===== src/rtl/usb_pkg.sv =====
// rtl/usb_pkg.sv - shared state encoding and line levels for the USB transmit encoder
package usb_pkg;

    typedef enum logic [2:0] {
        IDLE,
        DATA,
        STUFF,
        EOP_SE0,
        EOP_J
    } nrzi_tx_state_t;

    localparam logic USB_J = 1'b1;
    localparam logic USB_K = 1'b0;

endpackage


===== src/rtl/usb_nrzi_tx_fsm.sv =====
// rtl/usb_nrzi_tx_fsm.sv - packet sequencing FSM: state register, next state, ready/underrun decode
module usb_nrzi_tx_fsm
    import usb_pkg::*;
(
    input  logic           clock,
    input  logic           reset,
    input  logic           in_valid,
    input  logic           in_last,
    input  logic           stuff_needed,
    input  logic           se0_done,
    output nrzi_tx_state_t state,
    output nrzi_tx_state_t next_state,
    output logic           in_ready,
    output logic           underrun
);

    logic last_pending;
    logic accept;

    // Ready depends on the state register alone, so there is no input-to-ready path.
    assign in_ready = (state == IDLE) || (state == DATA);
    assign accept   = in_valid && in_ready;

    always_ff @(posedge clock) begin
        if (reset) begin
            state        <= IDLE;
            last_pending <= 1'b0;
            underrun     <= 1'b0;
        end else begin
            state    <= next_state;
            underrun <= (state == DATA) && !in_valid;
            if (accept && stuff_needed) begin
                last_pending <= in_last;
            end
        end
    end

    always_comb begin
        next_state = state;
        case (state)
            IDLE, DATA: begin
                if (accept) begin
                    if (stuff_needed) begin
                        next_state = STUFF;
                    end else if (in_last) begin
                        next_state = EOP_SE0;
                    end else begin
                        next_state = DATA;
                    end
                end else if (state == DATA) begin
                    // Starved mid-packet: abort straight into the EOP.
                    next_state = EOP_SE0;
                end
            end
            STUFF:   next_state = last_pending ? EOP_SE0 : DATA;
            EOP_SE0: next_state = se0_done ? EOP_J : EOP_SE0;
            EOP_J:   next_state = IDLE;
            default: next_state = IDLE;
        endcase
    end

endmodule


===== src/rtl/usb_nrzi_tx.sv =====
// rtl/usb_nrzi_tx.sv - USB transmit line encoder: bit stuffing, NRZI and SE0/J end-of-packet
module usb_nrzi_tx
    import usb_pkg::*;
#(
    parameter bit   STUFF_EN       = 1'b1,
    parameter int   STUFF_RUN      = 6,
    parameter logic IDLE_LEVEL     = USB_J,
    parameter int   EOP_SE0_CYCLES = 2
) (
    input  logic clock,
    input  logic reset,
    input  logic in_bit,
    input  logic in_valid,
    input  logic in_last,
    output logic in_ready,
    output logic out_bit,
    output logic out_se0,
    output logic nrzi_sending,
    output logic underrun
);

    localparam int CW = $clog2(STUFF_RUN + 1);
    localparam int SW = $clog2(EOP_SE0_CYCLES + 1);
    localparam logic [CW-1:0] RUN_M1   = CW'(STUFF_RUN - 1);
    localparam logic [SW-1:0] SE0_LOAD = SW'(EOP_SE0_CYCLES - 1);

    nrzi_tx_state_t state;
    nrzi_tx_state_t next_state;
    logic [CW-1:0]  ones;
    logic [SW-1:0]  se0_cnt;
    logic           accept;
    logic           stuff_needed;
    logic           se0_done;

    assign accept   = in_valid && in_ready;
    assign se0_done = (se0_cnt == '0);

    generate
        if (STUFF_EN) begin : g_stuff
            assign stuff_needed = in_bit && (ones == RUN_M1);
        end else begin : g_no_stuff
            assign stuff_needed = 1'b0;
        end
    endgenerate

    usb_nrzi_tx_fsm u_fsm (
        .clock        (clock),
        .reset        (reset),
        .in_valid     (in_valid),
        .in_last      (in_last),
        .stuff_needed (stuff_needed),
        .se0_done     (se0_done),
        .state        (state),
        .next_state   (next_state),
        .in_ready     (in_ready),
        .underrun     (underrun)
    );

    always_ff @(posedge clock) begin
        if (reset) begin
            out_bit      <= IDLE_LEVEL;
            out_se0      <= 1'b0;
            nrzi_sending <= 1'b0;
            ones         <= '0;
            se0_cnt      <= '0;
        end else begin
            out_se0      <= (next_state == EOP_SE0);
            nrzi_sending <= (next_state != IDLE);

            // J is restored on EOP_J entry, so the next packet encodes against IDLE_LEVEL.
            if (next_state == EOP_J) begin
                out_bit <= IDLE_LEVEL;
            end else if (state == STUFF) begin
                out_bit <= ~out_bit;
            end else if (accept && !in_bit) begin
                out_bit <= ~out_bit;
            end

            if (state == STUFF || state == EOP_J) begin
                ones <= '0;
            end else if (accept) begin
                ones <= in_bit ? ones + 1'b1 : '0;
            end

            if (next_state == EOP_SE0 && state != EOP_SE0) begin
                se0_cnt <= SE0_LOAD;
            end else if (state == EOP_SE0 && !se0_done) begin
                se0_cnt <= se0_cnt - 1'b1;
            end
        end
    end

endmodule


===== config.mk =====
export PLATFORM = sky130hd
export DESIGN_NAME = usb_nrzi_tx
export DESIGN_NICKNAME = d
export VERILOG_FILES = /design/src/rtl/usb_pkg.sv /design/src/rtl/usb_nrzi_tx_fsm.sv /design/src/rtl/usb_nrzi_tx.sv
export SDC_FILE = /design/constraint.sdc
export NUM_CORES = 1
export LEC_CHECK = 0
export CORE_MARGIN = 5
export CORE_UTILIZATION = 45
export CTS_CLUSTER_SIZE = 25
export DETAILED_ROUTE_END_ITERATION = 8
export PLACE_DENSITY_LB_ADDON = 0.1
export SLEW_MARGIN = 15
export SYNTH_ARGS = -nofsm -noshare
export SYNTH_HDL_FRONTEND = slang
export SYNTH_SLANG_ARGS = --single-unit

===== constraint.sdc =====
create_clock -name clock -period 1.5 [get_ports clock]
set_input_delay 0.225 -clock clock [delete_from_list [all_inputs] [get_ports clock]]
set_output_delay 0.225 -clock clock [all_outputs]
set_load 0.03 [all_outputs]

==> flow_metrics.py, run 1 <==
metrics = {
    "pwr": {
        "p_leak_nw": 0.3911,
        "ir_drop_uv": 610.2,
        "power_density_nw_per_um2": 1132,
    },
    "flow_run": {
        "cap_violations": 0,
    },
    "routing": {
        "wl_mm": 1.258,
        "drt_iter0_markers": 1,
        "drc": 0,
        "firstDrtPassIters": 3,
        "drt-vias-per-instance": 5.198,
        "avgRoutedWirePerCell_um": 12.46,
        "num_vias": 525,
        "antenna_left": 0,
    },
    "setup_path": {
        "critical_path.slowest_cell": "or3b_4",
        "endpoint_kind": "flip-flop",
        "r2r_cells": 6,
        "critical_path.startpoint": "ones[1]$_SDFFE_PP0P_",
        "max_stage_delay_ns": 0.38,
        "critPathCapture": "nrzi_sending$_SDFF_PP0_",
        "worstPathArrival_ns": 1.69,
        "reg2reg_to": "nrzi_sending$_SDFF_PP0_",
        "path_max_fanout": 5,
        "cp-start-kind": "flip-flop",
        "crit_chain": "inv_2 > ha_4 > and3_4 > or3b_4 > a32oi_4 > a31oi_1",
        "path_buf_inv": 1,
        "crit_family": "simple AND/OR/NAND/NOR gates",
        "required_ns": 1.65,
        "r2r-start": "ones[1]$_SDFFE_PP0P_",
        "r2r_slack_ns": -0.04,
        "critical_path_class": "reg2reg",
        "critical_path_depth": 6,
    },
    "layout": {
        "final_cell_area_um2": 868.3,
        "seq_area_um2": 261.5,
        "syn2layout_area_growth_pct": 28.28,
        "drive_gt1_frac": 0.2941,
        "final_util": 0.5901,
        "fill_cells": 153,
        "multi_input_area_um2": 402.9,
        "antennaDiodeCount": 0,
        "nNetsFinal": 94,
    },
    "clock_network": {
        "cts_setup_buffers": 0,
        "cts_tree": "built",
        "clockBufferDepth": 2,
        "ctsHoldBuffers": 0,
        "root_buffer": "clkbuf_4",
        "htree_levels": 1,
        "clk_latency_ns": 0.27,
        "clock_sink_count": 13,
        "cts-buffers-inserted": 3,
        "clkTransAtPathRegs_ns": 0.08,
    },
    "grt": {
        "grt_use_total": 0.1196,
        "grt_overflow": 0,
        "antenna_found_initial": 0,
        "grt_first_pass_wirelength_mm": 2.352,
        "grt_pass1_vias": 555,
        "grt_max_degree": 10,
    },
    "logic_synthesis": {
        "yosys_warnings": 0,
        "synth_fa_ha_area_frac": 0.05545,
        "synth-compound-area-share": 0.1978,
        "synth_fp_nets": 75,
        "synth_xor_area_frac": 0.03882,
        "yosysTopAreaCell": "dfxtp_1",
        "synth_area_um2": 676.9,
        "async_flop_share": 0,
        "ys_seq_area_frac": 0.3845,
        "synthMuxAreaShare": 0.01479,
        "synth_top_family_by_area": "simple AND/OR/NAND/NOR gates",
        "ys_types": 35,
        "yosys.area_share.simple": 0.2699,
        "syn_area_per_cell_um2": 10.10,
        "synth_edf_count": 0,
        "synthCells": 67,
        "ys.flop_type": "dfxtp_1",
        "netlist_top_cells_area": "dfxtp_1, ha_1, nor2_1",
        "ys_ff_latch": 13,
        "yosysTopAreaCellShare": 0.3845,
    },
    "timing": {
        "final-hold-violation-count": 0,
        "post-route-period-util": 1.027,
        "rsz0062_at_grt": "yes",
        "worst_slew_pin_slew_ns": 0.3263,
        "max_freq_mhz": 649.4,
        "fin_ws_ns": -0.03993,
        "fin_skew_ns": 0.007861,
        "finalMaxSlewViolations": 0,
        "timing.hold.ws_ns": 0.5038,
        "min_period_ns": 1.540,
        "setup_viol": 4,
        "maxSlewHeadroom": 0.7821,
    },
    "min_path": {
        "holdCritPathClass": "reg2reg",
    },
    "outcome": {
        "status": "complete, but fails checks",
        "violations": "negative setup slack",
    },
    "floorplan": {
        "die_area_um2": 2380,
        "initial_utilization": 0.4600,
        "row_count": 14,
        "dieHeight_um": 48.79,
        "core_area_um2": 1471,
        "die_w_um": 48.79,
        "boundaryPins": 10,
    },
    "placement": {
        "dp_hpwl_um": 985.8,
        "gp_congestion": 0.7277,
        "place_area_um2": 823.3,
        "port_buffers": 9,
    },
}
-- logic make-up after synthesis --
| family | Yosys count |
|---|---|
| compound gates | 12 |
| xor+xnor | 3 |
| fa+ha+maj | 3 |
| buf+inv | 5 |
| flops | 13 |
| mux | 1 |
| simple gates | 30 |
-- worst min-delay path, cell delays in order (launching register included) --
cell and delay [ns]:
dfxtp_1 0.34, mux2i_1 0.07, nor2_1 0.07
-- cells in the mapped netlist (2+ instances only) --
cell / number
xor2_1: 2
dfxtp_1: 13
nand2_1: 4
nand3b_1: 2
inv_1: 3
nand3_1: 3
nor3_1: 2
nor2_1: 9
ha_1: 3
-- metrics by stage --
step / TNS [ns] / power (mW) / worst slack [ns] / instances
final: -0.05573 / 0.9828 / -0.03993 / 101
after CTS: -0.06374 / 1.002 / -0.04055 / 101
after global placement: -1.709 / 0.7742 / -0.2267 / 97
after floorplan: 0 / 0.6694 / 0.009848 / 67
after detailed placement: -1.692 / 0.7777 / -0.2102 / 97
after global routing: -0.3341 / 1.057 / -0.08767 / 101
-- per-layer routing --
metal | vias up | wire length, µm | track usage
met2 | 8 | 596 | 0.1935
li1 | 275 | - | -
met5 | - | 0 | 0
met4 | 0 | 17 | 0.05381
met1 | 240 | 610 | 0.1549
met3 | 2 | 34 | 0.01835
-- worst min-delay path by stage --
stage / from / to / slack, ns / depth (start not counted)
after floorplan: in_last / u_fsm.last_pending$_SDFFE_PP0P_ / 0.37 / 2
after global placement: u_fsm.last_pending$_SDFFE_PP0P_ / u_fsm.last_pending$_SDFFE_PP0P_ / 0.48 / 2
after detailed placement: u_fsm.last_pending$_SDFFE_PP0P_ / u_fsm.last_pending$_SDFFE_PP0P_ / 0.49 / 2
after CTS: u_fsm.last_pending$_SDFFE_PP0P_ / u_fsm.last_pending$_SDFFE_PP0P_ / 0.51 / 2
final: u_fsm.last_pending$_SDFFE_PP0P_ / u_fsm.last_pending$_SDFFE_PP0P_ / 0.50 / 2
after global routing: u_fsm.last_pending$_SDFFE_PP0P_ / u_fsm.last_pending$_SDFFE_PP0P_ / 0.56 / 2
-- layout by cell type (no fill, tap or decap), types with 3 or more instances in the layout --
master | synthesis | final
clkdlybuf4s50_1 | 0 | 4
buf_4 | 0 | 8
dfxtp_1 | 13 | 12
nand3_1 | 3 | 3
nand2_1 | 4 | 4
clkbuf_4 | 0 | 3
nor2_1 | 9 | 9
dlymetal6s2s_1 | 0 | 3
-- cell type report --
type | count | share of cell area
timing repair buffer | 16 | 0.1686
multi-input combinational | 49 | 0.4640
sequential | 13 | 0.3012
tap | 16 | 0.02305
clock buffer | 4 | 0.03026
inverter | 3 | 0.01297
-- state kept, by name, summed over array words and instances (netlist names) --
register	count
nrzi_sending	1
ones	3
out_bit	1
out_se0	1
se0_cnt	2
u_fsm.last_pending	1
u_fsm.state	3
u_fsm.underrun	1
-- report_power, final --
group | leakage, nW | switching [mW] | internal (mW)
combinational | 0.269 | 0.179 | 0.163
clock | 0.0150 | 0.114 | 0.103
sequential | 0.107 | 0.0357 | 0.389
total | 0.391 | 0.328 | 0.655
-- what timing repair did --
| item | in CTS | in global routing |
|---|---|---|
| endpoints found under the setup margin | 6 | 8 |
| resized for setup | 4 | 3 |
| pin swaps | 2 | 1 |
| cloned | 0 | 0 |
Note: power is estimated with default switching activity, not from simulation.
==> run 2, diff against run 1 <==
Settings changed: CORE_UTILIZATION 45 to 26, PLACE_DENSITY set to 0.43, PLACE_DENSITY_LB_ADDON 0.1 to unset, TNS_END_PERCENT set to 5.
==> run 2 against run 1 <==
Compared with the run above:
- the flow still finishes with violations (negative setup slack)
- combinational power up 6.7%
- first-iteration DRC count stayed put
- critical path depth stayed put
- non-clock buffer count is 1 higher
==> flow_metrics.py, run 2 (synthesis results as in run 1) <==
metrics = {
    "floorplan": {
        "dieHeight_um": 61.03,
        "row_count": 18,
        "initial_utilization": 0.2732,
        "die_w_um": 61.03,
        "die_area_um2": 3724,
        "core_area_um2": 2477,
        "boundaryPins": 10,
    },
    "grt": {
        "antenna_found_initial": 0,
        "grt_overflow": 0,
        "grt_use_total": 0.09283,
        "grt_pass1_vias": 544,
        "grt_max_degree": 11,
        "grt_first_pass_wirelength_mm": 2.442,
    },
    "routing": {
        "drt_iter0_markers": 1,
        "wl_met2_um": 756,
        "drt-vias-per-instance": 4.612,
        "wl_met1_um": 616,
        "avgRoutedWirePerCell_um": 12.44,
        "drc": 0,
        "wl_met3_um": 54,
        "antenna_left": 0,
        "wl_mm": 1.443,
        "num_vias": 535,
        "highest_layer": "met4",
        "firstDrtPassIters": 2,
    },
    "clock_network": {
        "root_buffer": "clkbuf_4",
        "clkTransAtPathRegs_ns": 0.08,
        "htree_levels": 1,
        "clock_sink_count": 13,
        "cts_tree": "built",
        "clk_latency_ns": 0.27,
        "clockBufferDepth": 2,
        "ctsHoldBuffers": 0,
        "cts-buffers-inserted": 3,
    },
    "flow_run": {
        "cap_violations": 0,
    },
    "timing": {
        "setup_viol": 5,
        "final-hold-violation-count": 0,
        "finalMaxSlewViolations": 0,
        "worst_slew_pin_slew_ns": 0.3209,
        "rsz0062_at_grt": "yes",
        "max_freq_mhz": 649.1,
        "fin_ws_ns": -0.04066,
        "fin_skew_ns": 0.005466,
        "maxSlewHeadroom": 0.7857,
        "post-route-period-util": 1.027,
        "min_period_ns": 1.541,
        "fin_tns_setup_ns": -0.08122,
    },
    "setup_path": {
        "r2r-start": "ones[1]$_SDFFE_PP0P_",
        "reg2reg_to": "nrzi_sending$_SDFF_PP0_",
        "critical_path.slowest_cell": "or3b_4",
        "cp-start-kind": "flip-flop",
        "worstPathArrival_ns": 1.69,
        "path_max_fanout": 5,
        "max_stage_delay_ns": 0.38,
        "critical_path_class": "reg2reg",
        "required_ns": 1.65,
        "crit_chain": "inv_2 > ha_4 > and3_4 > or3b_4 > a32oi_4 > a31oi_1",
        "endpoint_kind": "flip-flop",
        "r2r_cells": 6,
        "r2r_slack_ns": -0.04,
    },
    "layout": {
        "nNetsFinal": 95,
        "final_cell_area_um2": 895.9,
        "drive_gt1_frac": 0.3256,
        "final_cell_mix": "dfxtp_1, nor2_1, buf_4",
        "mostFrequentLayoutCell": "dfxtp_1",
        "antennaDiodeCount": 0,
        "instances_no_fill": 116,
        "largest_registers": "ones (3), u_fsm.state (3), se0_cnt (2)",
        "final_util": 0.3616,
        "syn2layout_area_growth_pct": 32.35,
    },
    "pwr": {
        "power_density_nw_per_um2": 1117,
        "p_leak_nw": 0.3995,
        "ir_drop_uv": 532.2,
    },
    "placement": {
        "dp_hpwl_mm": 1.146,
        "dp.cells": 112,
        "place_area_um2": 847.1,
        "pre_cts_ws_ns": -0.2369,
        "port_buffers": 9,
        "gp_congestion": 0.6767,
    },
    "outcome": {
        "violations": "negative setup slack",
        "status": "complete, but fails checks",
    },
    "min_path": {
        "hp-start": "u_fsm.last_pending$_SDFFE_PP0P_",
        "worstHoldPathCells": 2,
        "holdCritPathClass": "reg2reg",
        "min_to": "u_fsm.last_pending$_SDFFE_PP0P_",
    },
}
## run 2: cell types whose count changed in the layout (fill, tap and decap cells not counted)
cell / before / now
clkbuf_1: 1 / 0
dfxtp_2: 1 / 2
dfxtp_1: 12 / 11
buf_4: 8 / 9
clkinv_2: 0 / 1
## run 2: how the worst max path moves through the flow
stage | from | endpoint | cells after the start
finish | ones[1]$_SDFFE_PP0P_ | nrzi_sending$_SDFF_PP0_ | 6
floorplan | ones[1]$_SDFFE_PP0P_ | se0_cnt[0]$_SDFFE_PP0P_ | 6
global route | ones[1]$_SDFFE_PP0P_ | nrzi_sending$_SDFF_PP0_ | 6
detailed placement | in_bit | se0_cnt[0]$_SDFFE_PP0P_ | 5
global placement | in_bit | nrzi_sending$_SDFF_PP0_ | 5
CTS | ones[1]$_SDFFE_PP0P_ | se0_cnt[0]$_SDFFE_PP0P_ | 6
## run 2: critical path: cells and delay by family (launching register included)
family,cells,cell delay [ns]
adder cells (fa/ha/maj),1,0.14
AND/OR/NAND/NOR,2,0.54
buffers and inverters,1,0.04
AO/OA/AOI/OAI,2,0.37
flip-flops,1,0.34
## run 2: power breakdown
group          internal (mW)  total (mW)  switching, mW  leakage, nW
registers              0.389       0.424         0.0346        0.108
clock network         0.0987       0.212          0.113       0.0177
logic                  0.177       0.365          0.188        0.274
total                  0.665        1.00          0.335        0.399
## run 2: what timing repair did
item / CTS / global route
pin swaps: 0 / 3
endpoints found under the setup margin: 6 / 8
gates resized for setup: 6 / 3
setup buffers: 0 / 0
## run 2: final cells by class
cell class                 count  area (µm²)
fill                         272        1582
multi-input combinational     49       402.9
sequential                    13       262.8
timing repair buffer          17       153.9
tap                           30       37.54
clock buffer                   3       22.52
inverter                       3       11.26
clock inverter                 1       5.005
## run 2: per-layer routing
metal / track usage / up-vias
met5: 0 / -
met1: 0.09694 / 249
met4: 0.05573 / 0
li1: - / 278
met3: 0.02516 / 2
met2: 0.1647 / 6
## run 2: per-stage QoR
step / power (mW) / hold WS (ns)
after floorplan: 0.6688 / 0.3689
after global placement: 0.7997 / 0.4829
after detailed placement: 0.8017 / 0.4944
after CTS: 1.027 / 0.5135
after global routing: 1.078 / 0.5541
final: 1.000 / 0.4990
==> run 3, diff against run 2 <==
Settings changed: CAP_MARGIN set to 20, RECOVER_POWER set to 100.
==> run 3 against run 2 <==
Compared with the run above:
- largest power group unchanged
- sequential power hardly changed
- first-iteration DRC count down 100%
- critical endpoint unchanged
- the flow still finishes with violations (negative setup slack)
- die area unchanged
==> flow_metrics.py, run 3 (synthesis results as in run 1) <==
metrics = {
    "timing": {
        "rsz0062_at_grt": "yes",
        "max_freq_mhz": 650.1,
        "finalMaxSlewViolations": 0,
        "timing.hold.ws_ns": 0.5121,
        "post-route-period-util": 1.025,
        "final-hold-violation-count": 0,
        "fin_skew_ns": 0.005684,
        "maxSlewHeadroom": 0.7527,
        "worst_slew_pin_slew_ns": 0.3726,
        "fin_tns_setup_ns": -0.07054,
        "setup_viol": 5,
        "min_period_ns": 1.538,
        "fin_ws_ns": -0.03815,
    },
    "outcome": {
        "violations": "negative setup slack",
        "status": "complete, but fails checks",
    },
    "pwr": {
        "switching_share": 0.3399,
        "ir_drop_uv": 530.2,
        "seq_power_share": 0.431,
        "p_leak_nw": 0.3474,
        "power_density_nw_per_um2": 1140,
        "netSwitchingPower_mw": 0.3350,
        "total_power_mw": 0.9859,
        "p_clk_frac": 0.214,
        "intPower_mw": 0.6508,
        "combinationalPowerShare": 0.356,
    },
    "routing": {
        "avgRoutedWirePerCell_um": 12.47,
        "num_vias": 535,
        "drt_iter0_markers": 0,
        "firstDrtPassIters": 1,
        "antenna_left": 0,
        "drt-vias-per-instance": 4.612,
        "drc": 0,
        "wl_mm": 1.446,
    },
    "layout": {
        "antennaDiodeCount": 0,
        "largest_registers": "ones (3), u_fsm.state (3), se0_cnt (2)",
        "mostFrequentLayoutCell": "dfxtp_1",
        "syn2layout_area_growth_pct": 27.73,
        "instances_no_fill": 116,
        "nNetsFinal": 95,
        "final_cell_area_um2": 864.6,
        "drive_gt1_frac": 0.3140,
        "final_util": 0.3490,
        "final_cell_mix": "dfxtp_1, nor2_1, buf_4",
        "fill_cells": 276,
    },
    "clock_network": {
        "cts_setup_buffers": 0,
        "clkTransAtPathRegs_ns": 0.08,
        "cts-buffers-inserted": 3,
        "clk_latency_ns": 0.27,
        "ctsHoldBuffers": 0,
        "clockBufferDepth": 2,
        "root_buffer": "clkbuf_4",
        "htree_levels": 1,
        "clock_sink_count": 13,
        "cts_tree": "built",
    },
    "placement": {
        "pre_cts_ws_ns": -0.2369,
        "gp_congestion": 0.6767,
        "port_buffers": 9,
        "dp_hpwl_mm": 1.146,
        "place_area_um2": 847.1,
        "dp.cells": 112,
    },
    "min_path": {
        "holdCritPathClass": "reg2reg",
        "min_to": "u_fsm.last_pending$_SDFFE_PP0P_",
        "hp-start": "u_fsm.last_pending$_SDFFE_PP0P_",
        "worstHoldPathCells": 2,
    },
    "setup_path": {
        "endpoint_kind": "flip-flop",
        "max_stage_delay_ns": 0.38,
        "path_max_fanout": 5,
        "required_ns": 1.65,
        "r2r_cells": 6,
        "reg2reg_to": "nrzi_sending$_SDFF_PP0_",
        "crit_chain": "inv_2 > ha_4 > and3_4 > or3b_4 > a32oi_4 > a31oi_1",
        "r2r_slack_ns": -0.04,
        "r2r-start": "ones[1]$_SDFFE_PP0P_",
        "cp-start-kind": "flip-flop",
        "critical_path_class": "reg2reg",
        "worstPathArrival_ns": 1.69,
        "critical_path.slowest_cell": "or3b_4",
    },
    "grt": {
        "grt_pass1_vias": 544,
        "grt_use_total": 0.09283,
        "grt_first_pass_wirelength_mm": 2.442,
        "grt_max_degree": 11,
        "grt_overflow": 0,
        "antenna_found_initial": 0,
    },
    "floorplan": {
        "boundaryPins": 10,
        "dieHeight_um": 61.03,
        "initial_utilization": 0.2732,
        "die_area_um2": 3724,
        "row_count": 18,
        "core_area_um2": 2477,
        "die_w_um": 61.03,
    },
    "flow_run": {
        "cap_violations": 0,
    },
}
-- run 3: cell types whose count changed in the layout (fill, tap and decap cells not counted), sizes merged --
cell | previous run | this run
dlygate4sd3 | 0 | 1
clkdlybuf4s50 | 4 | 3
clkbuf | 3 | 7
dlymetal6s2s | 3 | 0
buf | 9 | 8
-- run 3: power by group through the flow --
stage | Sequential, mW | Clock [mW] | Combinational, mW
after global routing | 0.435 | 0.240 | 0.389
after global placement | 0.432 | 0 | 0.367
final | 0.424 | 0.211 | 0.351
after floorplan | 0.453 | 0 | 0.216
after detailed placement | 0.430 | 0 | 0.371
after CTS | 0.425 | 0.227 | 0.375
-- run 3: layout make-up --
class / count / area [µm²] / share of cell area
clock buffers: 3 / 22.52 / 0.02605
clock inverters: 1 / 5.005 / 0.005789
inverters: 3 / 11.26 / 0.01302
multi-input cells: 49 / 400.4 / 0.4631
flip-flops and latches: 13 / 262.8 / 0.3039
well taps: 30 / 37.54 / 0.04342
repair buffers: 17 / 125.1 / 0.1447
-- run 3: worst max path at each step --
stage                              start                       to  slack (ns)  cells after the start
finish              ones[1]$_SDFFE_PP0P_  nrzi_sending$_SDFF_PP0_       -0.04                      6
global route        ones[1]$_SDFFE_PP0P_  nrzi_sending$_SDFF_PP0_       -0.13                      6
CTS                 ones[1]$_SDFFE_PP0P_  se0_cnt[0]$_SDFFE_PP0P_       -0.05                      6
detailed placement                in_bit  se0_cnt[0]$_SDFFE_PP0P_       -0.24                      5
global placement                  in_bit  nrzi_sending$_SDFF_PP0_       -0.24                      5
floorplan           ones[1]$_SDFFE_PP0P_  se0_cnt[0]$_SDFFE_PP0P_      -0.009                      6
-- run 3: what timing repair did --
action                                  in CTS  in global routing
endpoints found under the setup margin       6                  8
gates resized for setup                      6                  3
gates cloned                                 0                  0
pin swaps                                    0                  3
-- run 3: critical path: cells and delay by family (launching register included) --
| family | cells | cell delay [ns] |
|---|---|---|
| adders and majority gates | 1 | 0.14 |
| DFF | 1 | 0.34 |
| buffers and inverters | 1 | 0.04 |
| and+or+nand+nor | 2 | 0.54 |
| AOI/OAI and AO/OA | 2 | 0.36 |
-- run 3: layer usage --
layer	part of all wire	vias to the layer above	GRT usage
li1	-	279	-
met1	0.42	248	0.09694
met2	0.53	6	0.1647
met3	0.039	2	0.02516
met4	0.0097	0	0.05573
met5	0	-	0
